File: src/rtl/game_round_controller.sv
// Round sequencer for the fighting game: owns game_state, both players' health and block bars,
// the round timer and the winner. It walks MENU -> COUNTDOWN -> GAME -> END -> MENU.
module game_round_controller #(
  parameter int TICKS_PER_SEC     = 60,
  parameter int ROUND_SECONDS     = 99,
  parameter int COUNTDOWN_SECONDS = 3,
  parameter int BLOCK_REGEN_SECS  = 5
) (
  input  logic       clk,
  input  logic       rst_n,
  input  logic       frame_tick,
  input  logic       start_pulse,
  input  logic       p1_hit,
  input  logic       p2_hit,
  input  logic       p1_blocked,
  input  logic       p2_blocked,
  output logic [2:0] game_state,
  output logic [2:0] char1_health,
  output logic [2:0] char1_block,
  output logic [2:0] char2_health,
  output logic [2:0] char2_block,
  output logic [6:0] timer_sec,
  output logic [1:0] winner,
  output logic       round_over
);

  localparam int TW = (TICKS_PER_SEC > 1) ? $clog2(TICKS_PER_SEC) : 1;
  localparam logic [TW-1:0] TICK_LAST  = TW'(TICKS_PER_SEC - 1);
  localparam logic [6:0]    ROUND_LOAD = 7'(ROUND_SECONDS);
  localparam logic [6:0]    CD_LOAD    = 7'(COUNTDOWN_SECONDS);
  localparam logic [3:0]    REGEN_LAST = 4'(BLOCK_REGEN_SECS - 1);

  typedef enum logic [1:0] {
    S_MENU      = 2'd0,
    S_GAME      = 2'd1,
    S_COUNTDOWN = 2'd2,
    S_END       = 2'd3
  } state_t;

  state_t        state;
  logic [TW-1:0] tick_cnt;
  logic [3:0]    regen_cnt;

  // Encoding of state matches the published game_state values, so it doubles as the debug view.
  assign game_state = {1'b0, state};

  // One player's combat update: a hit wins over a same-cycle block; blocking on an
  // empty block bar costs health instead.
  function automatic logic [5:0] combat(input logic [2:0] h, input logic [2:0] b,
                                        input logic hit, input logic blk);
    logic [2:0] nh;
    logic [2:0] nb;
    nh = h;
    nb = b;
    if (hit) begin
      nh = h >> 1;
    end else if (blk) begin
      if (b != 3'b000) nb = b >> 1;
      else             nh = h >> 1;
    end
    return {nh, nb};
  endfunction

  logic          counting;
  logic          sec_done;
  logic [TW-1:0] tick_next;
  logic          regen_due;
  logic [2:0]    b1_base;
  logic [2:0]    b2_base;
  logic [5:0]    p1_next;
  logic [5:0]    p2_next;
  logic [2:0]    h1_n;
  logic [2:0]    b1_n;
  logic [2:0]    h2_n;
  logic [2:0]    b2_n;
  logic          ko;
  logic          timeout;
  logic [1:0]    ko_winner;
  logic [1:0]    time_winner;

  always_comb begin
    counting  = (state == S_COUNTDOWN) || (state == S_GAME);
    sec_done  = counting && frame_tick && (tick_cnt == TICK_LAST);
    tick_next = tick_cnt;
    if (frame_tick) begin
      tick_next = (tick_cnt == TICK_LAST) ? '0 : tick_cnt + TW'(1);
    end
    regen_due = (state == S_GAME) && sec_done && (regen_cnt == REGEN_LAST);
    // Regen is applied first so a same-cycle block consumes the refilled segment.
    b1_base   = regen_due ? {char1_block[1:0], 1'b1} : char1_block;
    b2_base   = regen_due ? {char2_block[1:0], 1'b1} : char2_block;
    p1_next   = combat(char1_health, b1_base, p1_hit, p1_blocked);
    p2_next   = combat(char2_health, b2_base, p2_hit, p2_blocked);
    h1_n      = p1_next[5:3];
    b1_n      = p1_next[2:0];
    h2_n      = p2_next[5:3];
    b2_n      = p2_next[2:0];
    ko        = (h1_n == 3'b000) || (h2_n == 3'b000);
    timeout   = sec_done && (timer_sec == 7'd1);
    ko_winner = 2'd1;
    if ((h1_n == 3'b000) && (h2_n == 3'b000)) ko_winner = 2'd3;
    else if (h1_n == 3'b000)                  ko_winner = 2'd2;
    // Thermometer codes order the same way as their set-bit counts.
    time_winner = 2'd3;
    if (h1_n > h2_n)      time_winner = 2'd1;
    else if (h2_n > h1_n) time_winner = 2'd2;
  end

  always_ff @(posedge clk or negedge rst_n) begin
    if (!rst_n) begin
      state        <= S_MENU;
      tick_cnt     <= '0;
      regen_cnt    <= '0;
      char1_health <= 3'b111;
      char1_block  <= 3'b111;
      char2_health <= 3'b111;
      char2_block  <= 3'b111;
      timer_sec    <= ROUND_LOAD;
      winner       <= 2'd0;
      round_over   <= 1'b0;
    end else begin
      round_over <= 1'b0;
      case (state)
        S_MENU: begin
          if (start_pulse) begin
            state        <= S_COUNTDOWN;
            char1_health <= 3'b111;
            char1_block  <= 3'b111;
            char2_health <= 3'b111;
            char2_block  <= 3'b111;
            timer_sec    <= CD_LOAD;
            tick_cnt     <= '0;
            winner       <= 2'd0;
          end
        end
        S_COUNTDOWN: begin
          tick_cnt <= tick_next;
          if (sec_done) begin
            if (timer_sec == 7'd1) begin
              state     <= S_GAME;
              timer_sec <= ROUND_LOAD;
              regen_cnt <= '0;
            end else begin
              timer_sec <= timer_sec - 7'd1;
            end
          end
        end
        S_GAME: begin
          tick_cnt     <= tick_next;
          char1_health <= h1_n;
          char1_block  <= b1_n;
          char2_health <= h2_n;
          char2_block  <= b2_n;
          if (sec_done) begin
            regen_cnt <= regen_due ? 4'd0 : regen_cnt + 4'd1;
          end
          if (ko) begin
            state      <= S_END;
            winner     <= ko_winner;
            round_over <= 1'b1;
          end else if (timeout) begin
            state      <= S_END;
            timer_sec  <= 7'd0;
            winner     <= time_winner;
            round_over <= 1'b1;
          end else if (sec_done) begin
            timer_sec <= timer_sec - 7'd1;
          end
        end
        S_END: begin
          if (start_pulse) state <= S_MENU;
        end
        default: state <= S_MENU;
      endcase
    end
  end

endmodule

File: config.mk
export PLATFORM = sky130hd
export DESIGN_NAME = game_round_controller
export DESIGN_NICKNAME = d
export VERILOG_FILES = /design/src/rtl/game_round_controller.sv
export SDC_FILE = /design/constraint.sdc
export NUM_CORES = 1
export LEC_CHECK = 0
export BUFFER_PORTS_ARGS = -buffer_cell sky130_fd_sc_hd__buf_2
export CAP_MARGIN = 20
export CORE_ASPECT_RATIO = 1.1
export CORE_MARGIN = 3
export CORE_UTILIZATION = 64
export CTS_BUF_LIST = sky130_fd_sc_hd__clkbuf_8
export CTS_CLUSTER_DIAMETER = 80
export DETAILED_ROUTE_END_ITERATION = 7
export GPL_TIMING_DRIVEN = 1
export PLACE_DENSITY = 0.87
export SYNTH_ARGS = -nofsm -noshare
export SYNTH_HDL_FRONTEND = slang
export SYNTH_SLANG_ARGS = --single-unit
File: constraint.sdc
create_clock -name clk -period 8.6 [get_ports clk]
set_input_delay 0.86 -clock clk [delete_from_list [all_inputs] [get_ports clk]]
set_output_delay 0.86 -clock clk [all_outputs]
set_load 0.02 [all_outputs]
==> results_dict.tcl, run 1 <==
set metrics [dict create \
    finalPower_mw 0.915 \
    average_vias_per_placed_instance 6.15 \
    critical-path-slowest-cell "sky130_fd_sc_hd__or3_1" \
    drive_above_1_share 0.255 \
    first_pass_grt_wire_length_mm 8.07 \
    rr_worst_depth 12 \
    drt_iter0_markers 124 \
    fp.coreArea_um2 3390 \
    synth.net_count 269 \
    drt-wirelength-per-cell_um 15.1 \
    die_w_um 63.0 \
    critical_path_class "register to register" \
    most_common_flop_cell_mapped_by_yosys "sky130_fd_sc_hd__dfrtp_1" \
    starting_density_of_the_core 0.674 \
    syn_avg_cell_area_um2 9.24 \
    outcome "completed" \
    synth_top_cell_by_area "sky130_fd_sc_hd__dfrtp_1" \
    worst_ep_arrival_time_ns 4.05 \
    final_critical_path_setup_slack_ns 4.74 \
    slew-limit-headroom 0.459 \
    globalRouteOverflowTotal 0 \
    synth.cells.most_frequent "sky130_fd_sc_hd__nand2_1 (26), sky130_fd_sc_hd__o21ai_0 (21), sky130_fd_sc_hd__a21oi_1 (20)" \
    drv_slew 0 \
    unrepaired_setup_endpoints_after_global_routing "no" \
    buffer_depth_of_the_longest_clock_path 2 \
    cp_max_fo 14 \
    rows 22 \
    netlist-cell-type-count 54 \
    max_slew.worst_pin.slew_ns 0.808 \
    worst_setup_path_start_kind "register" \
    numCtsBuffers 5 \
    cpPeakStageDelay_ns 0.64 \
    instances_no_fill 326 \
    min_period_over_period 0.449 \
    timing.max_cap.violations 0 \
    tritoncts "yes" \
    power_density_nw_per_um2 357 \
    synth.top_cell.area_share 0.197 \
    peakVddDrop_mv 0.165 \
    final_gp_congestion 0.844 \
    fin_nets 299 \
    detail_route.drc_violations 0 \
    tns_ns 0 \
    setup-violations-final 0 \
    global_route.usage.total 0.235 \
    endpoint_kind "register" \
    cells_after_synth 247 \
    ys_warn_count 0 \
    post-route-min-period_ns 3.86 \
    area_delta_synth_final_pct 12.2 \
    synth_seq_cells 34 \
    holdCritPathClass "register to register" \
    insertion_delay_ns 0.29 \
    dr.pass1.iters 4 \
    synth.cell_area_um2 2280 \
    antenna_found_initial 0 \
    dp.cells 318 \
    insertedDiodeCount 0 \
    post_synth_main_area_contributors "sky130_fd_sc_hd__dfrtp_1 (20%), sky130_fd_sc_hd__dfstp_2 (18%), sky130_fd_sc_hd__ha_1 (7.7%), sky130_fd_sc_hd__o21ai_0 (4.6%), sky130_fd_sc_hd__a21oi_1 (4.4%)" \
    total_die_area_um2 4320 \
    critical-path-top-delay-family "simple AND/OR/NAND/NOR gates" \
    grt_max_degree 35 \
    routed-via-count 2004 \
    cellLeakagePower_nw 1.09 \
    min_delay_path_depth 1 \
    grt_pass1_vias 1818 \
    cts-htree-levels 2 \
    synth_enable_flop_cells 0 \
    cts-resized-gates 0 \
    clock.fmax_mhz 259 \
    port_buffers 31 \
    boundary_pin_count 33 \
    finalWirelength_mm 4.91 \
    postSynth.asyncResetShare 1.00 \
    clock_skew_ns 0.0125 \
    postCtsSetupRepairBufs 0 \
    cp.required_ns 8.79 \
    dpl.hpwl_mm 3.40 \
    clock-root-buffer "sky130_fd_sc_hd__clkbuf_8" \
    ant_nets 0 \
    chipHeight_um 68.6 \
    post-place-ws_ns 4.79 \
    clkSlewWorstSetupHoldPaths_ns 0.08 \
    cp.depth 12 \
    synth-seq-area-share 0.381 \
    ctsHoldBuffers 0 \
    hold_viol 0 \
    crit_chain "inv_1 -> ha_1 -> nand4_1 -> or3_1 -> a21oi_2 -> mux2_2 -> ha_1 -> nor2b_1 -> o21ai_0 -> nor2b_1 -> o31ai_1 -> a22o_1" \
    bufs_and_invs_on_worst_path 1 \
    cts.sinks 34 \
    yosys.cell_count.top_type "sky130_fd_sc_hd__nand2_1" \
]
==> layout by cell type, fill, tap and decap left out, types with 2 or more instances in the layout <==
master	Yosys	routed
sky130_fd_sc_hd__o21ai_0	21	21
sky130_fd_sc_hd__a31oi_1	4	4
sky130_fd_sc_hd__o32a_1	5	5
sky130_fd_sc_hd__nor3_1	2	2
sky130_fd_sc_hd__o2bb2ai_1	4	4
sky130_fd_sc_hd__nor4b_2	2	2
sky130_fd_sc_hd__nand2_1	26	26
sky130_fd_sc_hd__or3_1	7	7
sky130_fd_sc_hd__dfrtp_1	18	18
sky130_fd_sc_hd__nor3b_1	3	3
sky130_fd_sc_hd__mux2_2	3	3
sky130_fd_sc_hd__nand3_1	9	9
sky130_fd_sc_hd__dfstp_2	16	16
sky130_fd_sc_hd__inv_1	11	11
sky130_fd_sc_hd__clkbuf_8	0	8
sky130_fd_sc_hd__buf_2	1	31
sky130_fd_sc_hd__a22oi_1	2	2
sky130_fd_sc_hd__nor2_1	18	18
sky130_fd_sc_hd__a32o_1	2	2
sky130_fd_sc_hd__nand2b_1	6	6
sky130_fd_sc_hd__a21oi_1	20	20
sky130_fd_sc_hd__o21a_1	3	3
sky130_fd_sc_hd__a21oi_2	2	2
sky130_fd_sc_hd__nand4_1	3	3
sky130_fd_sc_hd__xor2_1	5	5
sky130_fd_sc_hd__mux2i_1	4	4
sky130_fd_sc_hd__nor2b_1	5	5
sky130_fd_sc_hd__ha_1	14	14
==> cell families (layout without fill, tap and decap cells) <==
kind of cell             after synthesis  count (layout)  synth area share
XOR/XNOR                               5               5            0.0192
multiplexers                           7               7            0.0323
flip-flops                            34              34             0.381
buffers and inverters                 19              50            0.0384
adder cells (fa/ha/maj)               14              14            0.0767
AND/OR/NAND/NOR                       92              92             0.226
AO/OA/AOI/OAI                         75              75             0.224
other                                  1               1           0.00164
==> power breakdown <==
group	internal [mW]	switching [mW]	leakage [nW]
Combinational	0.176	0.301	0.624
Sequential	0.232	0.0658	0.413
Clock	0.0809	0.0588	0.0575
==> stage by stage <==
stage | instance area, um^2 | utilization | hold slack (ns)
after global routing | 2560 | 0.757 | 0.522
after detailed placement | 2450 | 0.724 | 0.472
after global placement | 2450 | 0.724 | 0.470
after floorplan | 2280 | - | 0.466
final | 2560 | 0.757 | 0.493
after CTS | 2560 | 0.757 | 0.492
==> layer usage <==
metal	GRT usage	part of all wire	vias to the layer above
met3	0.0454	0.056	9
met2	0.395	0.49	70
li1	-	-	958
met5	0	0	-
met1	0.305	0.44	967
met4	0.0882	0.013	0
==> worst paths after layout <==
| kind | end | slack, ns | from |
|---|---|---|---|
| setup / recovery | winner[1]$_DFFE_PN0P_ | 4.74 | state[1]$_DFFE_PN0P_ |
| min in group asynchronous | round_over$_DFF_PN0_ | 0.63 | rst_n |
| hold reg to reg | winner[0]$_DFFE_PN0P_ | 0.49 | winner[0]$_DFFE_PN0P_ |
| max in group asynchronous | tick_cnt[1]$_DFFE_PN0P_ | 7.49 | rst_n |
| setup reg to reg | winner[1]$_DFFE_PN0P_ | 4.74 | state[1]$_DFFE_PN0P_ |
| hold / removal | winner[0]$_DFFE_PN0P_ | 0.49 | winner[0]$_DFFE_PN0P_ |
==> final cells by class <==
class | count | area [um^2]
Tap cell | 48 | 60.1
Inverter | 11 | 41.3
Sequential cell | 34 | 871
Multi-Input combinational cell | 194 | 1330
Timing Repair Buffer | 31 | 155
Clock buffer | 8 | 110
Fill cell | 241 | 823
==> flip-flops by register name, indices dropped and copies added, names as in the netlist <==
signal and count:
char2_health 3, round_over 1, tick_cnt 6, timer_sec 7, char2_block 3, char1_health 3, regen_cnt 4, state 2
char1_block 3, winner 2
Power figures use the tool's default switching activity.
==> inputs of run 2 (changes only) <==
ABC_AREA = 1   (was not set)
CORE_UTILIZATION = 53   (was 64)
PLACE_DENSITY = 0.77   (was 0.87)
clock period = 3.3 ns   (was 8.6 ns; I/O delays follow)
==> run 2 against run 1 <==
Compared with the run above:
- wire length fell by 9.9%
- first-iteration DRC count rose by 10%
- register-to-register slack lost 4.2 ns
- count of clock-buffer cells in the layout down 3
- global-route usage is 3.5 points lower
- highest routed layer unchanged
- die area grew 17%
- sequential cell count did not move
- synthesized cell count grew 18%
- largest power group unchanged
- cell count increased by 15%
- combinational power grew 150%
- non-clock buffer count is the same
- maximum frequency increased by 38%
==> results_dict.tcl, run 2 <==
set metrics [dict create \
    rows 24 \
    rrSetupSlack_ns 0.51 \
    drt-wirelength-per-cell_um 11.8 \
    ant_nets 0 \
    numCtsBuffers 5 \
    hold_viol 0 \
    source_of_the_worst_register_to_register_timing_path "state[1]$_DFFE_PN0P_" \
    placedInstanceArea_um2 2430 \
    fin_nets 346 \
    dpl.hpwl_mm 3.48 \
    finalPower_mw 2.16 \
    cellLeakagePower_nw 1.34 \
    synth_top_cell_by_area "sky130_fd_sc_hd__dfrtp_1" \
    die_w_um 68.1 \
    routed-via-count 1905 \
    final.fill_count 390 \
    synth_seq_cells 34 \
    globalRouteOverflowTotal 0 \
    cpPeakStageDelay_ns 0.45 \
    most_common_flop_cell_mapped_by_yosys "sky130_fd_sc_hd__dfrtp_1" \
    cts-htree-levels 2 \
    cts-resized-gates 0 \
    unrepaired_setup_endpoints_after_global_routing "no" \
    dr.pass1.iters 4 \
    postSynth.asyncResetShare 1.00 \
    timing.max_cap.violations 0 \
    worst_ep_arrival_time_ns 2.97 \
    max_slew.worst_pin.slew_ns 0.726 \
    final.hold.worst_slack_ns 0.102 \
    antenna_found_initial 0 \
    port_buffers 31 \
    cellInternalPower_mw 1.12 \
    synth.top_cell.area_share 0.200 \
    clkSlewWorstSetupHoldPaths_ns 0.07 \
    endpoint_kind "register" \
    synth_enable_flop_cells 0 \
    setup-violations-final 0 \
    critical_path.reg2reg.endpoint "winner[0]$_DFFE_PN0P_" \
    final_gp_congestion 0.890 \
    holdCritPathClass "primary input to asynchronous set/reset pin" \
    synth-seq-area-share 0.388 \
    area_delta_synth_final_pct 11.6 \
    drive_above_1_share 0.241 \
    top_flop_regs "timer_sec: 7 flops, tick_cnt: 6 flops, regen_cnt: 4 flops" \
    tns_ns 0 \
    global_route.usage.total 0.201 \
    utilization 0.623 \
    synth.cells.most_frequent "sky130_fd_sc_hd__inv_1 (49), sky130_fd_sc_hd__nand2_1 (49), sky130_fd_sc_hd__nor2_1 (31)" \
    syn_avg_cell_area_um2 7.72 \
    cp.required_ns 3.47 \
    crit_path_frequent_cell "sky130_fd_sc_hd__nand2_1" \
    fp.coreArea_um2 4020 \
    layout.cells.most_common "sky130_fd_sc_hd__inv_1" \
    power_frac_comb 0.549 \
    insertedDiodeCount 0 \
    clock_skew_ns 0.00722 \
    cp_max_fo 13 \
    critical_path_class "register to register" \
    buffer_depth_of_the_longest_clock_path 2 \
    worst_setup_path_start_kind "register" \
    cts.sinks 34 \
    largest_register_ff_count 7 \
    final_critical_path_setup_slack_ns 0.506 \
    postCtsSetupRepairBufs 0 \
    drv_slew 0 \
    finalWirelength_mm 4.43 \
    total_die_area_um2 5060 \
    synth.net_count 313 \
    post-place-ws_ns 0.521 \
    first_pass_grt_wire_length_mm 7.69 \
    most-common-layout-cells "sky130_fd_sc_hd__inv_1 (51), sky130_fd_sc_hd__nand2_1 (49), sky130_fd_sc_hd__nor2_1 (31), sky130_fd_sc_hd__buf_2 (31), sky130_fd_sc_hd__nand3_1 (19)" \
    tritoncts "yes" \
    cells_after_synth 291 \
    synth.cell_area_um2 2250 \
    rr_worst_depth 18 \
    ctsHoldBuffers 0 \
    chipHeight_um 74.3 \
    post-route-min-period_ns 2.79 \
    grt_pass1_vias 1829 \
    post_synth_main_area_contributors "sky130_fd_sc_hd__dfrtp_1 (20%), sky130_fd_sc_hd__dfstp_2 (19%), sky130_fd_sc_hd__inv_1 (8.2%), sky130_fd_sc_hd__nand2_1 (8.2%), sky130_fd_sc_hd__ha_1 (7.8%)" \
    outcome "completed" \
    starting_density_of_the_core 0.558 \
    peakVddDrop_mv 0.529 \
    average_vias_per_placed_instance 5.07 \
    share_clk_of_total_power 0.130 \
    clock-root-buffer "sky130_fd_sc_hd__clkbuf_8" \
    ys_warn_count 0 \
    min_period_over_period 0.847 \
    power_switching_mw 1.04 \
    clock.fmax_mhz 358 \
    grt_max_degree 35 \
    switching_share 0.481 \
    power_density_nw_per_um2 861 \
    netlist-cell-type-count 33 \
    drt_iter0_markers 137 \
    slew-limit-headroom 0.516 \
    finish.instance_area_um2 2510 \
    crit_chain "inv_1 -> ha_1 -> nand2_1 -> inv_2 -> nand3_2 -> nand3_2 -> nand2_1 -> nand2_1 -> o21a_1 -> inv_1 -> ha_1 -> nand2_1 -> o21ai_0 -> nand2_1 -> nor2_1 -> nor2_1 -> nand2_1 -> nand2_1" \
    critical-path-slowest-cell "sky130_fd_sc_hd__dfrtp_1" \
    dp.cells 369 \
    power_frac_seq 0.321 \
    boundary_pin_count 33 \
    top_register "timer_sec" \
    detail_route.drc_violations 0 \
    instances_no_fill 376 \
    insertion_delay_ns 0.29 \
]
run 2: cell types whose count changed after synthesis, sizes merged, moves of 7 or more:
cell,change
or3,-7
nand2,+30
a21oi,-16
nor2,+16
o21ai,+9
nand3,+14
inv,+42
run 2: power by group through the flow:
stage / clock network, mW / logic [mW] / registers, mW
global placement: 0 / 1.16 / 0.690
floorplan: 0 / 0.833 / 0.793
detailed placement: 0 / 1.18 / 0.699
global route: 0.314 / 1.36 / 0.714
finish: 0.281 / 1.18 / 0.693
CTS: 0.298 / 1.19 / 0.693
run 2: critical path, delay by kind of cell, from the launching register on:
kind	cells	cell delay, ns
buffers and inverters	3	0.23
AND/OR/NAND/NOR	11	1.02
flip-flops	1	0.45
adder cells (fa/ha/maj)	2	0.68
AO/OA/AOI/OAI	2	0.27
run 2: cells by family (layout without fill, tap and decap cells):
family                   count (synthesis)  count (layout)  share of synthesized area
other                                    1               1                    0.00167
XOR/XNOR                                 7               7                     0.0273
buffers and inverters                   60              93                      0.108
adder cells (fa/ha/maj)                 14              14                     0.0780
AND/OR/NAND/NOR                        121             121                      0.251
flip-flops                              34              34                      0.388
AO/OA/AOI/OAI                           54              54                      0.147
run 2: worst max path at each step:
stage                               from                    end  slack, ns
global placement    state[0]$_DFFE_PN0P_  winner[0]$_DFFE_PN0P_       0.66
finish              state[1]$_DFFE_PN0P_  winner[0]$_DFFE_PN0P_       0.51
CTS                 state[1]$_DFFE_PN0P_  winner[0]$_DFFE_PN0P_       0.50
floorplan           state[0]$_DFFE_PN0P_  winner[0]$_DFFE_PN0P_       0.79
global route        state[1]$_DFFE_PN0P_  winner[0]$_DFFE_PN0P_       0.12
detailed placement  state[0]$_DFFE_PN0P_  winner[0]$_DFFE_PN0P_       0.52
run 2: area by class of cell:
type | instances | area [um^2] | share of cell area
Clock buffer | 5 | 68.8 | 0.0274
Multi-Input combinational cell | 197 | 1130 | 0.452
Tap cell | 52 | 65.1 | 0.0259
Sequential cell | 34 | 871 | 0.347
Inverter | 55 | 206 | 0.0823
Clock inverter | 2 | 7.51 | 0.00299
Timing Repair Buffer | 31 | 155 | 0.0619
run 2: layer usage:
metal / GRT usage / vias to the layer above / wire length [um] / part of all wire
met3: 0.0498 / 9 / 171 / 0.039
met1: 0.253 / 864 / 2040 / 0.46
met4: 0.0773 / 0 / 85 / 0.019
li1: - / 990 / - / -
met2: 0.329 / 42 / 2130 / 0.48
met5: 0 / - / 0 / 0
